<file path="src/rtl/alu_ctrl_seq_pkg.sv">
// Shared constants for the registered ALU control decoder: control codes,
// funct encodings, mul/div sequencer state and the decode result record.
package alu_ctrl_seq_pkg;

  localparam logic [4:0] ALU_NOP   = 5'd0;
  localparam logic [4:0] ALU_SLL   = 5'd1;
  localparam logic [4:0] ALU_SRL   = 5'd2;
  localparam logic [4:0] ALU_SRA   = 5'd3;
  localparam logic [4:0] ALU_SLLV  = 5'd4;
  localparam logic [4:0] ALU_SRLV  = 5'd5;
  localparam logic [4:0] ALU_SRAV  = 5'd6;
  localparam logic [4:0] ALU_LUI   = 5'd7;
  localparam logic [4:0] ALU_ADD   = 5'd8;
  localparam logic [4:0] ALU_SUB   = 5'd9;
  localparam logic [4:0] ALU_AND   = 5'd10;
  localparam logic [4:0] ALU_OR    = 5'd11;
  localparam logic [4:0] ALU_XOR   = 5'd12;
  localparam logic [4:0] ALU_NOR   = 5'd13;
  localparam logic [4:0] ALU_SLT   = 5'd14;
  localparam logic [4:0] ALU_SLTU  = 5'd15;
  localparam logic [4:0] ALU_MULT  = 5'd16;
  localparam logic [4:0] ALU_MULTU = 5'd17;
  localparam logic [4:0] ALU_DIV   = 5'd18;
  localparam logic [4:0] ALU_DIVU  = 5'd19;
  localparam logic [4:0] ALU_MFHI  = 5'd20;
  localparam logic [4:0] ALU_MFLO  = 5'd21;

  localparam logic [5:0] F_SLL   = 6'h00;
  localparam logic [5:0] F_SRL   = 6'h02;
  localparam logic [5:0] F_SRA   = 6'h03;
  localparam logic [5:0] F_SLLV  = 6'h04;
  localparam logic [5:0] F_SRLV  = 6'h06;
  localparam logic [5:0] F_SRAV  = 6'h07;
  localparam logic [5:0] F_JR    = 6'h08;
  localparam logic [5:0] F_MFHI  = 6'h10;
  localparam logic [5:0] F_MFLO  = 6'h12;
  localparam logic [5:0] F_MULT  = 6'h18;
  localparam logic [5:0] F_MULTU = 6'h19;
  localparam logic [5:0] F_DIV   = 6'h1A;
  localparam logic [5:0] F_DIVU  = 6'h1B;
  localparam logic [5:0] F_ADD   = 6'h20;
  localparam logic [5:0] F_SUB   = 6'h22;
  localparam logic [5:0] F_AND   = 6'h24;
  localparam logic [5:0] F_OR    = 6'h25;
  localparam logic [5:0] F_XOR   = 6'h26;
  localparam logic [5:0] F_NOR   = 6'h27;
  localparam logic [5:0] F_SLT   = 6'h2A;
  localparam logic [5:0] F_SLTU  = 6'h2B;

  typedef enum logic {MD_IDLE = 1'b0, MD_RUN = 1'b1} md_state_t;

  typedef struct packed {
    logic [4:0] ctrl;
    logic       jr;
    logic       illegal;
  } decode_t;

  function automatic logic is_md_funct(input logic [5:0] f);
    return (f == F_MULT) || (f == F_MULTU) || (f == F_DIV) || (f == F_DIVU);
  endfunction

  function automatic logic is_div_funct(input logic [5:0] f);
    return (f == F_DIV) || (f == F_DIVU);
  endfunction

  function automatic logic is_hilo_funct(input logic [5:0] f);
    return (f == F_MFHI) || (f == F_MFLO);
  endfunction

endpackage

</file>
<file path="src/rtl/alu_ctrl_seq_if.sv">
// Request/response and mul/div status bundle between the ID/EX stage,
// the ALU control decoder and the ALU / mul-div unit.
interface alu_ctrl_seq_if #(
  parameter int OP_W   = 3,
  parameter int CTRL_W = 5
);
  logic              in_valid;
  logic              in_ready;
  logic [OP_W-1:0]   alu_op;
  logic [5:0]        funct;
  logic              out_valid;
  logic              out_ready;
  logic [CTRL_W-1:0] alu_ctrl;
  logic              jr_ctrl;
  logic              illegal;
  logic              md_start;
  logic              md_busy;
  logic              md_done;

  modport master (
    output in_valid, alu_op, funct, out_ready,
    input  in_ready, out_valid, alu_ctrl, jr_ctrl, illegal,
           md_start, md_busy, md_done
  );

  modport slave (
    input  in_valid, alu_op, funct, out_ready,
    output in_ready, out_valid, alu_ctrl, jr_ctrl, illegal,
           md_start, md_busy, md_done
  );
endinterface

</file>
<file path="src/rtl/alu_ctrl_seq_md_sequencer.sv">
// Mul/div latency sequencer: IDLE/RUN FSM with a down-counter that ends the
// operation at terminal count zero.
//   state   | meaning
//   MD_IDLE | no mul/div in flight, counter parked at 0
//   MD_RUN  | mul/div in flight; cnt==0 marks the md_done cycle
module alu_ctrl_seq_md_sequencer
  import alu_ctrl_seq_pkg::*;
#(
  parameter int MUL_LAT = 4,
  parameter int DIV_LAT = 32
) (
  input  logic clk,
  input  logic rst_n,
  input  logic start,
  input  logic is_div,
  output logic md_start,
  output logic busy,
  output logic done
);

  localparam int MAX_LAT = (DIV_LAT > MUL_LAT) ? DIV_LAT : MUL_LAT;
  localparam int CNT_W   = $clog2(MAX_LAT) + 1;
  localparam logic [CNT_W-1:0] MUL_LOAD = CNT_W'(MUL_LAT - 1);
  localparam logic [CNT_W-1:0] DIV_LOAD = CNT_W'(DIV_LAT - 1);

  md_state_t        state_q, state_d;
  logic [CNT_W-1:0] cnt_q, cnt_d;
  logic             start_q;

  always_ff @(posedge clk or negedge rst_n) begin
    if (!rst_n) begin
      state_q <= MD_IDLE;
      cnt_q   <= '0;
      start_q <= 1'b0;
    end else begin
      state_q <= state_d;
      cnt_q   <= cnt_d;
      start_q <= start && (state_q == MD_IDLE);
    end
  end

  always_comb begin
    state_d = state_q;
    cnt_d   = cnt_q;
    case (state_q)
      MD_IDLE: begin
        if (start) begin
          state_d = MD_RUN;
          cnt_d   = is_div ? DIV_LOAD : MUL_LOAD;
        end
      end
      MD_RUN: begin
        if (cnt_q == '0) state_d = MD_IDLE;
        else             cnt_d   = cnt_q - CNT_W'(1);
      end
      default: begin
        state_d = MD_IDLE;
        cnt_d   = '0;
      end
    endcase
  end

  assign md_start = start_q;
  assign busy     = (state_q == MD_RUN);
  assign done     = busy && (cnt_q == '0);

endmodule

</file>
<file path="src/rtl/alu_ctrl_seq.sv">
// Registered ALU control decode with valid/ready output stage, mul/div
// launch sequencing and a HI/LO interlock for mfhi/mflo.
module alu_ctrl_seq
  import alu_ctrl_seq_pkg::*;
#(
  parameter int OP_W    = 3,
  parameter int CTRL_W  = 5,
  parameter int MUL_LAT = 4,
  parameter int DIV_LAT = 32
) (
  input logic          clk,
  input logic          rst_n,
  alu_ctrl_seq_if.slave bus
);

  function automatic decode_t decode(input logic [OP_W-1:0] op, input logic [5:0] f);
    decode_t d;
    int      op_i;
    d    = '0;
    op_i = int'(op);
    case (op_i)
      0: begin
        case (f)
          F_SLL:   d.ctrl = ALU_SLL;
          F_SRL:   d.ctrl = ALU_SRL;
          F_SRA:   d.ctrl = ALU_SRA;
          F_SLLV:  d.ctrl = ALU_SLLV;
          F_SRLV:  d.ctrl = ALU_SRLV;
          F_SRAV:  d.ctrl = ALU_SRAV;
          F_ADD:   d.ctrl = ALU_ADD;
          F_SUB:   d.ctrl = ALU_SUB;
          F_AND:   d.ctrl = ALU_AND;
          F_OR:    d.ctrl = ALU_OR;
          F_XOR:   d.ctrl = ALU_XOR;
          F_NOR:   d.ctrl = ALU_NOR;
          F_SLT:   d.ctrl = ALU_SLT;
          F_SLTU:  d.ctrl = ALU_SLTU;
          F_MULT:  d.ctrl = ALU_MULT;
          F_MULTU: d.ctrl = ALU_MULTU;
          F_DIV:   d.ctrl = ALU_DIV;
          F_DIVU:  d.ctrl = ALU_DIVU;
          F_MFHI:  d.ctrl = ALU_MFHI;
          F_MFLO:  d.ctrl = ALU_MFLO;
          F_JR:    d.jr   = 1'b1;
          default: d.illegal = 1'b1;
        endcase
      end
      1:       d.ctrl = ALU_LUI;
      2:       d.ctrl = ALU_SLT;
      3:       d.ctrl = ALU_ADD;
      4:       d.ctrl = ALU_SLTU;
      5:       d.ctrl = ALU_AND;
      6:       d.ctrl = ALU_OR;
      7:       d.ctrl = ALU_XOR;
      default: d.ctrl = ALU_NOP;
    endcase
    return d;
  endfunction

  decode_t           dec;
  logic              is_rtype;
  logic              req_md;
  logic              req_md_or_hilo;
  logic              accept;
  logic              md_busy;
  logic              md_done;
  logic              md_start;
  logic              out_valid_q;
  logic [CTRL_W-1:0] alu_ctrl_q;
  logic              jr_q;
  logic              illegal_q;

  assign dec            = decode(bus.alu_op, bus.funct);
  assign is_rtype       = (bus.alu_op == '0);
  assign req_md         = is_rtype && is_md_funct(bus.funct);
  assign req_md_or_hilo = is_rtype && (is_md_funct(bus.funct) || is_hilo_funct(bus.funct));

  // HI/LO consumers and new mul/div wait out the whole RUN, md_done cycle included.
  assign bus.in_ready = (!out_valid_q || bus.out_ready) && !(md_busy && req_md_or_hilo);
  assign accept       = bus.in_valid && bus.in_ready;

  always_ff @(posedge clk or negedge rst_n) begin
    if (!rst_n) begin
      out_valid_q <= 1'b0;
      alu_ctrl_q  <= '0;
      jr_q        <= 1'b0;
      illegal_q   <= 1'b0;
    end else if (accept) begin
      out_valid_q <= 1'b1;
      alu_ctrl_q  <= CTRL_W'(dec.ctrl);
      jr_q        <= dec.jr;
      illegal_q   <= dec.illegal;
    end else if (bus.out_ready) begin
      out_valid_q <= 1'b0;
    end
  end

  alu_ctrl_seq_md_sequencer #(
    .MUL_LAT (MUL_LAT),
    .DIV_LAT (DIV_LAT)
  ) u_md_seq (
    .clk      (clk),
    .rst_n    (rst_n),
    .start    (accept && req_md),
    .is_div   (is_div_funct(bus.funct)),
    .md_start (md_start),
    .busy     (md_busy),
    .done     (md_done)
  );

  assign bus.out_valid = out_valid_q;
  assign bus.alu_ctrl  = alu_ctrl_q;
  assign bus.jr_ctrl   = jr_q;
  assign bus.illegal   = illegal_q;
  assign bus.md_start  = md_start;
  assign bus.md_busy   = md_busy;
  assign bus.md_done   = md_done;

endmodule

</file>
<file path="src/flat_wrapper.sv">
// flat-port wrapper written by rule: the top's interface ports become plain ports
module alu_ctrl_seq_flat import alu_ctrl_seq_pkg::*;
#(
  parameter int OP_W    = 3,
  parameter int CTRL_W  = 5,
  parameter int MUL_LAT = 4,
  parameter int DIV_LAT = 32
)
  (clk, rst_n, bus_in_valid, bus_alu_op, bus_funct, bus_out_ready, bus_in_ready, bus_out_valid, bus_alu_ctrl, bus_jr_ctrl, bus_illegal, bus_md_start, bus_md_busy, bus_md_done);
  alu_ctrl_seq_if #(.OP_W(OP_W), .CTRL_W(CTRL_W)) bus_i ();
  input logic clk;
  input logic rst_n;
  input wire logic [$bits(bus_i.in_valid)-1:0] bus_in_valid;
  input wire logic [$bits(bus_i.alu_op)-1:0] bus_alu_op;
  input wire logic [$bits(bus_i.funct)-1:0] bus_funct;
  input wire logic [$bits(bus_i.out_ready)-1:0] bus_out_ready;
  output wire logic [$bits(bus_i.in_ready)-1:0] bus_in_ready;
  output wire logic [$bits(bus_i.out_valid)-1:0] bus_out_valid;
  output wire logic [$bits(bus_i.alu_ctrl)-1:0] bus_alu_ctrl;
  output wire logic [$bits(bus_i.jr_ctrl)-1:0] bus_jr_ctrl;
  output wire logic [$bits(bus_i.illegal)-1:0] bus_illegal;
  output wire logic [$bits(bus_i.md_start)-1:0] bus_md_start;
  output wire logic [$bits(bus_i.md_busy)-1:0] bus_md_busy;
  output wire logic [$bits(bus_i.md_done)-1:0] bus_md_done;
  assign bus_i.in_valid = bus_in_valid;
  assign bus_i.alu_op = bus_alu_op;
  assign bus_i.funct = bus_funct;
  assign bus_i.out_ready = bus_out_ready;
  assign bus_in_ready = bus_i.in_ready;
  assign bus_out_valid = bus_i.out_valid;
  assign bus_alu_ctrl = bus_i.alu_ctrl;
  assign bus_jr_ctrl = bus_i.jr_ctrl;
  assign bus_illegal = bus_i.illegal;
  assign bus_md_start = bus_i.md_start;
  assign bus_md_busy = bus_i.md_busy;
  assign bus_md_done = bus_i.md_done;
  alu_ctrl_seq #(.OP_W(OP_W), .CTRL_W(CTRL_W), .MUL_LAT(MUL_LAT), .DIV_LAT(DIV_LAT)) u_core (.clk(clk), .rst_n(rst_n), .bus(bus_i));
endmodule
</file>
<file path="config.mk">
export PLATFORM = sky130hd
export DESIGN_NAME = alu_ctrl_seq_flat
export DESIGN_NICKNAME = d
export VERILOG_FILES = /design/src/rtl/alu_ctrl_seq_pkg.sv /design/src/rtl/alu_ctrl_seq_if.sv /design/src/rtl/alu_ctrl_seq_md_sequencer.sv /design/src/rtl/alu_ctrl_seq.sv /design/src/flat_wrapper.sv
export SDC_FILE = /design/constraint.sdc
export NUM_CORES = 1
export LEC_CHECK = 0
export CAP_MARGIN = 20
export CORE_MARGIN = 2
export CORE_UTILIZATION = 41
export CTS_CLUSTER_SIZE = 20
export DETAILED_ROUTE_END_ITERATION = 16
export HOLD_SLACK_MARGIN = 0.02
export PLACE_DENSITY = 0.68
export SLEW_MARGIN = 15
export SYNTH_ARGS = -nofsm -noshare
export SYNTH_HDL_FRONTEND = slang
export SYNTH_SLANG_ARGS = --single-unit
export TNS_END_PERCENT = 30
</file>
<file path="constraint.sdc">
create_clock -name clk -period 4.3 [get_ports clk]
set_input_delay 0.645 -clock clk [delete_from_list [all_inputs] [get_ports clk]]
set_output_delay 0.645 -clock clk [all_outputs]
set_load 0.005 [all_outputs]
</file>
**After elaboration in Yosys (flattened, before gate mapping)**

Cells that the tools add are included.

- Register bits after elaboration: 16
- Bits in latches: 0
- Bits in writable memories: 0
- ROM bits: 0
- Input port bits: 13
- Output and inout port bits: 12
- Memories kept: 0

- $add $sub $neg: 1
- Multipliers: 0
- Divide/modulo/power cells: 0
- Order comparisons: 0
- Equal/unequal tests: 29
- Shifts and indexed selects: 0
- Mux-type cells: 14
- Bitwise operators: 1
- Reduce and logical (&&, ||, !) cells: 23

Operators with widths:

| kind | number |
|---|---|
| 5-bit one-hot mux with 20 select lines | 1 |
| 6-bit equality test (second input constant) | 8 |
| 5-bit one-hot mux with 8 select lines | 1 |
| 6-bit by 5-bit equality test with 1-bit output (second input constant) | 6 |
| 21-bit OR reduction | 1 |
| 6-bit by 3-bit equality test with 1-bit output (second input constant) | 3 |
| 3-bit equality test (second input constant) | 4 |
| 6-bit by 2-bit equality test with 1-bit output (second input constant) | 2 |
| 6-bit zero test | 2 |
| 6-bit 2-to-1 mux | 2 |
| 6-bit one-hot mux with 2 select lines | 1 |
| 1-bit logical AND | 8 |
| 1-bit logical OR | 7 |
| 3-bit by 2-bit equality test with 1-bit output (second input constant) | 2 |
| 6-bit by 4-bit equality test with 1-bit output (second input constant) | 1 |
| 1-bit 2-to-1 mux | 6 |
| 6-bit by 1-bit subtractor with 6-bit output (second input constant) | 1 |
| 5-bit 2-to-1 mux | 1 |
| 2-bit != test (second input constant) | 2 |
| 3-bit by 1-bit equality test with 1-bit output (second input constant) | 1 |
| 3-bit zero test | 1 |
| 1-bit zero test | 2 |
| 2-bit 2-to-1 mux | 1 |
| 1-bit one-hot mux with 2 select lines | 1 |
| other kinds (3) | 3 |

**Logic depth before layout (Yosys ltp)**

Gate-level depths: netlist of the first run.

- Depth after elaboration: 13
- Gate-level depth with buffers: 8
- Mapped depth without buffers: 7

**Modules after synthesis**

Synthesis of the first run repeated with hierarchy kept, for this count alone.

- Cells, all modules: 135
- Area, all modules: 1146.1 um^2

Modules (own cells, without submodules):

| module | instances | cells each | area an instance (um^2) | sequential area each (um^2) |
|---|---|---|---|---|
| alu_ctrl_seq | 1 | 86 | 679.4 | 200.2 |
| alu_ctrl_seq_md_sequencer | 1 | 49 | 466.7 | 200.2 |

**Least setup slack after synthesis of the first run**

No wires, ideal clock.

- Path type: input port to flip-flop
- Start: in bus_funct[2]
- End: reg u_core.u_md_seq.cnt_q[2]
- Data arrival time: 1.992 ns
- Path slack: 2.182 ns
- Stages on the path: 6
- Path buffers: 2
- Cell sequence: buf_6 > nand2b_4 > or3_4 > o31a_1 > buf_6 > a221o_1

- Word-level cells in the longest chain between the ends: 13
- Elaborated cells on any way between the ends: 24
- Those cells by class: eq/ne: 7; mux: 3; reduce/logical: 14

RTL lines:

| what | line | text |
|---|---|---|
| start, declared | flat_wrapper.sv:15 | `input wire logic [$bits(bus_i.funct)-1:0] bus_funct;` |
| 6-bit by 5-bit equality test with 1-bit output | alu_ctrl_seq_pkg.sv:59 | `return (f == F_MULT) \|\| (f == F_MULTU) \|\| (f == F_DIV) \|\| (f == F_DIVU);` |
| 1-bit logical OR (3 in series) | alu_ctrl_seq_pkg.sv:59 |  |
| 1-bit logical OR | alu_ctrl_seq.sv:76 | `assign req_md_or_hilo = is_rtype && (is_md_funct(bus.funct) \|\| is_hilo_funct(bus.funct));` |
| 1-bit logical AND | alu_ctrl_seq.sv:76 |  |
| 1-bit logical AND | alu_ctrl_seq.sv:79 | `assign bus.in_ready = (!out_valid_q \|\| bus.out_ready) && !(md_busy && req_md_or_hilo);` |
| 1-bit zero test | alu_ctrl_seq.sv:79 |  |
| 1-bit logical AND | alu_ctrl_seq.sv:79 |  |
| 1-bit logical AND | alu_ctrl_seq.sv:80 | `assign accept = bus.in_valid && bus.in_ready;` |
| 1-bit logical AND | alu_ctrl_seq.sv:104 | `.start (accept && req_md),` |
| 2-bit != test (no line) | n/a |  |
| 2-bit AND reduction (no line) | n/a |  |
| end signal, assigned | alu_ctrl_seq_md_sequencer.sv:37 | `cnt_q <= cnt_d;` |
| end, declared | alu_ctrl_seq_md_sequencer.sv:27 | `logic [CNT_W-1:0] cnt_q, cnt_d;` |

Parallel ways exist; a longest one is shown, timed or not. The select of a mux whose other input is x is not followed.
A chain may end at the register's enable or synchronous reset.

**Final worst setup path of the first run**

- Start: in bus_funct[3]
- End: out bus_in_ready

- Word-level cells in the longest chain between the ends: 9
- Elaborated cells on any way between the ends: 15
- Those cells by class: eq/ne: 6; reduce/logical: 9

RTL lines:

| what | line | text |
|---|---|---|
| 6-bit by 5-bit equality test with 1-bit output | alu_ctrl_seq_pkg.sv:59 |  |
| 1-bit logical OR (3 in series) | alu_ctrl_seq_pkg.sv:59 |  |
| 1-bit logical OR * | alu_ctrl_seq.sv:76 |  |
| 1-bit logical AND * | alu_ctrl_seq.sv:76 |  |
| 1-bit logical AND * | alu_ctrl_seq.sv:79 |  |
| 1-bit zero test * | alu_ctrl_seq.sv:79 |  |
| 1-bit logical AND * | alu_ctrl_seq.sv:79 |  |
| end, declared | flat_wrapper.sv:17 | `output wire logic [$bits(bus_i.in_ready)-1:0] bus_in_ready;` |

Mark *: on every way between the ends. The rest lies on a longest branch, timed or not.

==> results.py, run 1 <==
metrics = {
    "pwr": {
        "total_power_w": 0.000547,
        "powerDensity_mw_per_mm2": 377,
        "peakVddDrop_v": 0.000276,
        "p_leak_nw": 0.578,
    },
    "synthesis": {
        "ys.flop_type": "dfrtp_1",
        "yosys.area_share.simple": 0.295,
        "ys_seq_area_frac": 0.335,
        "yosys.area_share.adder": 0.0105,
        "yosys.area_share.xor_xnor": 0.00733,
        "synth-seq-cells": 16,
        "syn_area_per_cell_um2": 8.41,
        "async_flop_share": 1.00,
        "synth-edff-count": 0,
        "synth-compound-area-share": 0.264,
        "synth_mux_area_frac": 0.0178,
        "syn_nets": 156,
        "synth_top_area_frac": 0.335,
        "ys_warn_count": 0,
        "synth_cell_types": 46,
        "synthCells": 142,
        "yosysTopAreaCell": "dfrtp_1",
        "synth_area_leaders": "dfrtp_1 34%, nand2b_1 5.8%, nand2_1 4.4%",
        "synth_top_family_by_area": "simple AND/OR/NAND/NOR gates",
        "syn_area_mm2": 0.00119,
    },
    "setup_path": {
        "required_ps": 3650,
        "cp_slowest_stage_delay_ps": 650,
        "worstSetupStartpointType": "input port",
        "rr_worst_depth": 7,
        "arrival_ps": 2630,
        "crit_path_frequent_cell": "clkdlybuf4s50_1",
        "worstPathMaxFanout": 15,
        "crit_path_cell_trace": "clkdlybuf4s50_1 -> nand2b_1 -> and4_1 -> a21boi_0 -> clkdlybuf4s50_1",
        "critPathSlowestCell": "clkdlybuf4s50_1",
        "end_kind": "output pin",
        "worstSetupPathType": "input port to output pin",
    },
    "timing": {
        "finClkSkew_ps": 3.81,
        "slew_violations": 0,
        "finalHoldViolations": 0,
        "tightest_slew_ps": 715,
        "fin_crit_sh": 0.761,
        "period_needed_ps": 3270,
        "rsz0062_at_grt": "false",
        "max_freq_mhz": 306,
        "tns_ps": 0,
        "setup_viol_count_final": 0,
        "relSlewSlack": 0.522,
    },
    "place": {
        "place.gp.congestion": 0.793,
        "dp_hpwl_mm": 2.16,
        "placed_cell_area_mm2": 0.00142,
        "io_buffer_count": 24,
    },
    "route": {
        "ant_nets": 0,
        "wl_per_cell_um": 14.6,
        "drc": 0,
        "drt_pre_antenna_iters": 4,
        "vias": 1124,
        "wl_mm": 2.77,
        "vias_per_cell": 5.92,
        "dr.first_iter.drc_count": 46,
    },
    "die": {
        "start_util": 0.433,
        "core_area_mm2": 0.00276,
        "die_w_um": 58.0,
        "design.die.area_mm2": 0.00336,
        "fp-row-count": 19,
        "io_pins": 25,
        "fp.dieH_um": 58.0,
    },
    "global_route": {
        "grt_pass1_wl_mm": 4.91,
        "grt_remaining_overflow": 0,
        "grt_usage": 0.186,
        "antenna_found_initial": 0,
        "grt_pass1_vias": 1010,
        "grt_max_degree": 17,
    },
    "cells_and_area": {
        "nNetsFinal": 174,
        "final_cell_area_mm2": 0.00145,
        "multi_input_area_um2": 711,
        "drive_gt1_frac": 0.0818,
        "fillers": 264,
        "synthToLayoutAreaGrowth_pct": 21.6,
        "n_antenna_cell": 0,
        "regArea_um2": 400,
        "final_util": 0.527,
    },
    "min_path": {
        "hold_depth": 2,
        "hold_path.class": "register to register",
    },
    "clock_tree": {
        "ctsHoldBuffers": 0,
        "clk_pin_slew_ps": 90,
        "cts_tree": "yes",
        "clock_sinks": 16,
        "ctsHtreeMaxLevel": 1,
        "cts_made_buffers": 3,
        "cts.path.max_buffers": 2,
        "cts_resized": 0,
        "cts-root-buf": "clkbuf_4",
        "postCtsSetupBuffers": 0,
        "clock_latency_ps": 280,
    },
    "run": {
        "maxCapViolCount": 0,
    },
    "run_status": {
        "outcome": "complete, no violations",
    },
}
==> worst max-delay path: cells and delay by family <==
kind | cells | cell delay (ps)
simple gates | 2 | 560
buf+inv | 2 | 1190
compound gates | 1 | 220
==> worst paths after layout <==
| kind | from | slack [ps] | endpoint |
|---|---|---|---|
| max | bus_funct[3] | 1030 | bus_in_ready |
| min | u_core.bus.jr_ctrl | 470 | u_core.bus.jr_ctrl |
| max reg2reg | u_core.u_md_seq.cnt_q[0] | 1910 | u_core.u_md_seq.cnt_q[3] |
| min reg2reg | u_core.bus.jr_ctrl | 470 | u_core.bus.jr_ctrl |
| max in group asynchronous | rst_n | 3070 | u_core.bus.out_valid |
| min in group asynchronous | rst_n | 780 | u_core.u_md_seq.cnt_q[3] |
==> kinds of logic after synthesis <==
kind of cell | after synthesis
compound gates | 42
xor+xnor | 1
flops | 16
simple gates | 62
fa+ha+maj | 1
mux | 2
buf+inv | 18
==> stage by stage <==
stage                     hold WS (ps)  worst slack, ps  std cells
after floorplan                    349             2180        142
after global placement             454             1090        186
after detailed placement           457             1070        186
after CTS                          479             1060        190
after global routing               501              910        190
final                              473             1030        190
==> routing by layer <==
metal / global-route usage / vias to the layer above / routed length [µm]
li1: - / 563 / -
met1: 0.291 / 525 / 1350
met2: 0.269 / 34 / 1290
met3: 0.0134 / 2 / 115
met4: 0.0598 / 0 / 23
met5: 0 / - / 0
==> registers in the layout, summed over array words and instances, names as in the netlist <==
name,flops
u_core.bus.alu_ctrl,5
u_core.bus.out_valid,1
u_core.u_md_seq.busy,1
u_core.u_md_seq.cnt_q,6
u_core.bus.jr_ctrl,1
u_core.bus.illegal,1
u_core.u_md_seq.md_start,1
==> cell usage after synthesis (2+ instances only) <==
master / number
dfrtp_1: 16
nand2_1: 14
nand2b_1: 11
clkbuf_1: 8
nor2_1: 8
o21ai_0: 8
a21oi_1: 7
inv_1: 7
nand3_1: 6
nor3_1: 6
a221o_1: 4
or3_1: 4
a31oi_1: 3
o31ai_1: 3
a32oi_1: 2
buf_6: 2
nor4_1: 2
o32a_1: 2
or2_2: 2
==> layout make-up <==
cell class / instances / area share
Clock buffer: 4 / 0.0250
Inverter: 7 / 0.0181
Multi-Input combinational cell: 108 / 0.489
Sequential cell: 16 / 0.276
Tap cell: 31 / 0.0267
Timing Repair Buffer: 24 / 0.165
==> power breakdown <==
part           switching (W)  leakage (nW)  total (W)  internal, W
clock              0.0000478        0.0210  0.0000993    0.0000515
sequential         0.0000424         0.199   0.000228     0.000186
combinational       0.000108         0.358   0.000220     0.000112
==> cells in the final DEF, fill, tap and decap left out, types with 2 or more instances in the layout <==
| master | instances |
|---|---|
| nand2b_1 | 11 |
| or2_2 | 2 |
| a221o_1 | 4 |
| nor2_1 | 8 |
| nand2_1 | 14 |
| or3_1 | 4 |
| o32a_1 | 2 |
| nand3_1 | 6 |
| inv_1 | 7 |
| clkdlybuf4s50_1 | 24 |
| a32oi_1 | 2 |
| nor3_1 | 6 |
| clkbuf_4 | 3 |
| a21oi_1 | 7 |
| nor4_1 | 2 |
| dfrtp_1 | 16 |
| a31oi_1 | 3 |
| o31ai_1 | 3 |
| o21ai_0 | 8 |
Note: power is estimated with default switching activity, not from simulation.
==> run 2, diff against run 1 <==
PLACE_DENSITY = 0.71   (was 0.68)
clock period = 2.7 ns   (was 4.3 ns; I/O delays follow)
==> run 2 against run 1 <==
Hold slack worse by 4.2 ps. Global-route usage is 0.47 points higher. Register-to-register slack worse by 1700 ps. Via count is 4.8% higher. Critical path depth is 3 higher. Die area stayed put.
==> results.py, run 2 (synthesized netlist as in run 1, its figures left out) <==
metrics = {
    "place": {
        "placed_cell_area_mm2": 0.00148,
        "dp_cells": 195,
        "dp_hpwl_mm": 2.29,
        "place.gp.congestion": 0.817,
        "io_buffer_count": 24,
    },
    "die": {
        "design.die.area_mm2": 0.00336,
        "core_area_mm2": 0.00276,
        "start_util": 0.433,
        "fp-row-count": 19,
        "die_w_um": 58.0,
        "io_pins": 25,
        "fp.dieH_um": 58.0,
    },
    "global_route": {
        "grt_remaining_overflow": 0,
        "antenna_found_initial": 0,
        "busiest_layer": "met2",
        "grt_max_degree": 17,
        "grt.met1_usage": 0.260,
        "grt_usage": 0.190,
        "grt_pass1_wl_mm": 4.91,
        "met2_usage": 0.302,
        "met3_usage": 0.0179,
        "grt_pass1_vias": 1087,
    },
    "route": {
        "drc": 0,
        "vias_per_cell": 5.92,
        "wl_mm": 3.00,
        "ant_nets": 0,
        "vias": 1178,
        "dr.first_iter.drc_count": 48,
        "wl_per_cell_um": 15.1,
        "drt_pre_antenna_iters": 4,
    },
    "clock_tree": {
        "cts-root-buf": "clkbuf_4",
        "ctsHtreeMaxLevel": 1,
        "cts_tree": "yes",
        "ctsHoldBuffers": 0,
        "clk_pin_slew_ps": 90,
        "clock_latency_ps": 300,
        "cts_made_buffers": 3,
        "cts.path.max_buffers": 2,
        "clock_sinks": 16,
    },
    "cells_and_area": {
        "final_cells": 199,
        "synthToLayoutAreaGrowth_pct": 27.7,
        "drive_gt1_frac": 0.149,
        "fillers": 266,
        "largest_register_ffs": 6,
        "top_register": "u_core.u_md_seq.cnt_q",
        "n_antenna_cell": 0,
        "final_cell_mix": "23 x clkdlybuf4s50_1, 16 x dfrtp_1, 14 x nand2_1, 11 x nand2b_1, 10 x buf_4",
        "final_cell_area_mm2": 0.00153,
        "final_util": 0.554,
        "final_common_cell": "clkdlybuf4s50_1",
        "nNetsFinal": 184,
    },
    "timing": {
        "max_freq_mhz": 408,
        "tns_ps": 0,
        "fin_crit_sh": 0.908,
        "rsz0062_at_grt": "false",
        "setup_viol_count_final": 0,
        "finClkSkew_ps": 8.70,
        "period_needed_ps": 2450,
        "tightest_slew_ps": 718,
        "relSlewSlack": 0.520,
        "finalHoldViolations": 0,
        "slew_violations": 0,
    },
    "pwr": {
        "switching_share": 0.370,
        "peakVddDrop_v": 0.000411,
        "p_leak_nw": 0.641,
        "switchingPower_w": 0.000324,
        "p_int_w": 0.000552,
        "total_power_w": 0.000876,
        "powerDensity_mw_per_mm2": 574,
        "pwr-share-clk": 0.148,
        "p_comb_frac": 0.437,
        "seq_power_share": 0.416,
    },
    "setup_path": {
        "required_ps": 2890,
        "arrival_ps": 2640,
        "rr_worst_depth": 8,
        "worstSetupPathType": "register to register",
        "end_kind": "register",
        "worstPathMaxFanout": 10,
        "worstSetupStartpointType": "register",
    },
    "run_status": {
        "outcome": "complete, no violations",
    },
    "min_path": {
        "hold_path.class": "register to register",
        "hold_depth": 2,
    },
    "run": {
        "maxCapViolCount": 0,
    },
}
-- run 2: worst max-delay path, stage by stage (launching register included) --
cell and delay (ps):
dfrtp_1 380, inv_1 80, ha_2 190, or3b_4 380, buf_4 160, o31ai_4 240, o31a_1 430, o21ai_0 160
a221o_1 310
-- run 2: cell type report --
class,instances,area (µm²),share of cell area
sequential,16,400,0.262
clock buffer,3,22.5,0.0148
multi-input combinational,108,721,0.472
timing repair buffer,34,318,0.208
inverter,7,26.3,0.0172
tap,31,38.8,0.0254
-- run 2: worst paths after layout --
| check | startpoint | endpoint | slack, ps |
|---|---|---|---|
| min in group asynchronous | rst_n | u_core.u_md_seq.cnt_q[4] | 520 |
| max in group asynchronous | rst_n | u_core.bus.alu_ctrl[1] | 1710 |
| setup reg to reg | u_core.u_md_seq.cnt_q[0] | u_core.u_md_seq.cnt_q[4] | 250 |
| hold reg to reg | u_core.bus.jr_ctrl | u_core.bus.jr_ctrl | 470 |
| setup / recovery | u_core.u_md_seq.cnt_q[0] | u_core.u_md_seq.cnt_q[4] | 250 |
| hold / removal | u_core.bus.jr_ctrl | u_core.bus.jr_ctrl | 470 |
-- run 2: repair_timing --
item                       CTS  global route
resized for setup            2             2
hold endpoints to repair     0             0
buffers inserted             1             0
setup endpoints to repair    1             1
-- run 2: routing by layer --
layer | share of wire | wire length [µm]
met1 | 0.47 | 1410
met2 | 0.47 | 1400
met3 | 0.044 | 132
met4 | 0.020 | 60
met5 | 0 | 0
-- run 2: power groups by stage --
| stage | Combinational, W | Sequential (W) | Clock [W] |
|---|---|---|---|
| floorplan | 0.000269 | 0.000340 | 0 |
| global placement | 0.000350 | 0.000364 | 0 |
| detailed placement | 0.000360 | 0.000366 | 0 |
| CTS | 0.000380 | 0.000362 | 0.000133 |
| global route | 0.000419 | 0.000375 | 0.000145 |
| finish | 0.000383 | 0.000364 | 0.000130 |
-- run 2: per-stage QoR --
step	setup WS, ps	hold WS [ps]
floorplan	719	109
global placement	253	454
detailed placement	227	458
CTS	22.1	479
global route	129	505
finish	248	469
==> run 3, diff against run 2 <==
CORE_UTILIZATION = 45   (was 41)
PLACE_DENSITY = 0.77   (was 0.71)
==> run 3 against run 2 <==
Power grew 3.1%. Final cell count increased by 0.50%. Combinational power about the same. Sequential power is essentially flat. Hold slack improved by 26 ps. Final area increased by 1.3%. Sequential share of layout area is 0.34 points lower. Critical path type is now input port to output pin.
==> results.py, run 3 (synthesized netlist as in run 1, its figures left out) <==
metrics = {
    "setup_path": {
        "worstSetupStartpointType": "input port",
        "required_ps": 2300,
        "end_kind": "output pin",
        "worstPathMaxFanout": 6,
        "worstSetupPathType": "input port to output pin",
        "r2r-start": "u_core.u_md_seq.cnt_q[0]",
        "arrival_ps": 2040,
        "r2r_end": "u_core.u_md_seq.cnt_q[4]",
        "r2r_slack_ps": 300,
        "rr_worst_depth": 8,
    },
    "cells_and_area": {
        "largest_register_ffs": 6,
        "drive_gt1_frac": 0.165,
        "synthToLayoutAreaGrowth_pct": 29.4,
        "multi_input_area_um2": 721,
        "n_antenna_cell": 0,
        "final_util": 0.619,
        "regArea_um2": 400,
        "final_common_cell": "clkdlybuf4s50_1",
        "final_cell_mix": "23 x clkdlybuf4s50_1, 16 x dfrtp_1, 14 x nand2_1, 11 x nand2b_1, 11 x buf_4",
        "nNetsFinal": 185,
        "top_register": "u_core.u_md_seq.cnt_q",
        "fillers": 222,
    },
    "place": {
        "place.gp.congestion": 0.978,
        "io_buffer_count": 24,
        "dp_hpwl_mm": 2.29,
    },
    "clock_tree": {
        "clock_latency_ps": 280,
        "ctsHoldBuffers": 0,
        "ctsHtreeMaxLevel": 1,
        "cts.path.max_buffers": 2,
        "clock_sinks": 16,
        "cts_tree": "yes",
        "clk_pin_slew_ps": 90,
        "cts-root-buf": "clkbuf_4",
        "cts_made_buffers": 3,
    },
    "pwr": {
        "powerDensity_mw_per_mm2": 584,
        "p_leak_nw": 0.651,
        "peakVddDrop_v": 0.000521,
        "total_power_w": 0.000903,
    },
    "global_route": {
        "met2_usage": 0.313,
        "grt_pass1_wl_mm": 5.04,
        "grt_remaining_overflow": 0,
        "met3_usage": 0.0234,
        "busiest_layer": "met2",
        "grt_usage": 0.202,
        "antenna_found_initial": 0,
        "grt.met1_usage": 0.284,
        "grt_pass1_vias": 1102,
        "grt_max_degree": 17,
    },
    "run": {
        "maxCapViolCount": 0,
    },
    "die": {
        "fp.dieH_um": 55.5,
        "fp-row-count": 18,
        "design.die.area_mm2": 0.00308,
        "start_util": 0.478,
        "core_area_mm2": 0.00250,
        "io_pins": 25,
        "die_w_um": 55.5,
    },
    "min_path": {
        "hold-path-endpoint": "u_core.bus.jr_ctrl",
        "hold_path.class": "register to register",
        "hold_depth": 2,
        "hp-start": "u_core.bus.jr_ctrl",
    },
    "timing": {
        "period_needed_ps": 2440,
        "max_freq_mhz": 410,
        "tns_ps": 0,
        "rsz0062_at_grt": "false",
        "tightest_slew_ps": 703,
        "slew_violations": 0,
        "finClkSkew_ps": 2.65,
        "relSlewSlack": 0.530,
        "setup_viol_count_final": 0,
        "fin_crit_sh": 0.904,
        "finalHoldViolations": 0,
    },
    "route": {
        "vias": 1178,
        "wl_per_cell_um": 14.7,
        "dr.first_iter.drc_count": 39,
        "ant_nets": 0,
        "drt_pre_antenna_iters": 4,
        "wl_mm": 2.93,
        "vias_per_cell": 5.89,
        "drc": 0,
    },
    "run_status": {
        "outcome": "complete, no violations",
    },
}
run 3: metal layers:
| layer | up-vias | share of wire |
|---|---|---|
| met5 | - | 0 |
| met2 | 40 | 0.46 |
| met4 | 0 | 0.020 |
| met1 | 549 | 0.46 |
| li1 | 583 | - |
| met3 | 6 | 0.061 |
run 3: power breakdown:
part	internal [W]	total (W)	leakage (nW)	switching [W]
combinational	0.000205	0.000381	0.431	0.000176
clock	0.0000820	0.000155	0.0210	0.0000726
sequential	0.000296	0.000367	0.199	0.0000715
total	0.000583	0.000903	0.651	0.000320
run 3: worst max-delay path by stage:
stage / from / to / slack (ps) / cells past startpoint
floorplan: u_core.u_md_seq.cnt_q[0] / u_core.u_md_seq.cnt_q[2] / 720 / 8
global placement: bus_funct[5] / u_core.u_md_seq.cnt_q[4] / 280 / 5
detailed placement: bus_funct[5] / u_core.u_md_seq.cnt_q[2] / 210 / 5
CTS: u_core.u_md_seq.cnt_q[0] / bus_md_done / 10 / 6
global route: u_core.u_md_seq.cnt_q[1] / u_core.u_md_seq.cnt_q[4] / 80 / 8
finish: bus_funct[5] / bus_in_ready / 260 / 5
run 3: cell type report:
| type | count | area share |
|---|---|---|
| timing repair buffer | 35 | 0.210 |
| tap | 30 | 0.0243 |
| inverter | 7 | 0.0170 |
| clock buffer | 4 | 0.0235 |
| sequential | 16 | 0.259 |
| multi-input combinational | 108 | 0.466 |
run 3: worst max-delay path: stages:
cell and delay [ps]:
clkdlybuf4s50_1 570, nor2_1 110, and4_1 230, a21boi_0 180, clkdlybuf4s50_1 530
run 3: metrics by stage:
stage	setup slack [ps]	instances	hold WS, ps	area [µm²]
2_1_floorplan	719	142	109	1190
3_3_place_gp	283	195	453	1490
3_5_place_dp	208	195	489	1490
4_1_cts	9.85	199	510	1530
5_1_grt	81.5	200	536	1550
6_report	259	200	495	1550
run 3: repair_timing:
item                       4_1_cts  5_1_grt
cloned                           0        0
setup buffers                    0        1
setup endpoints to repair        1        1
resized for setup                1        4
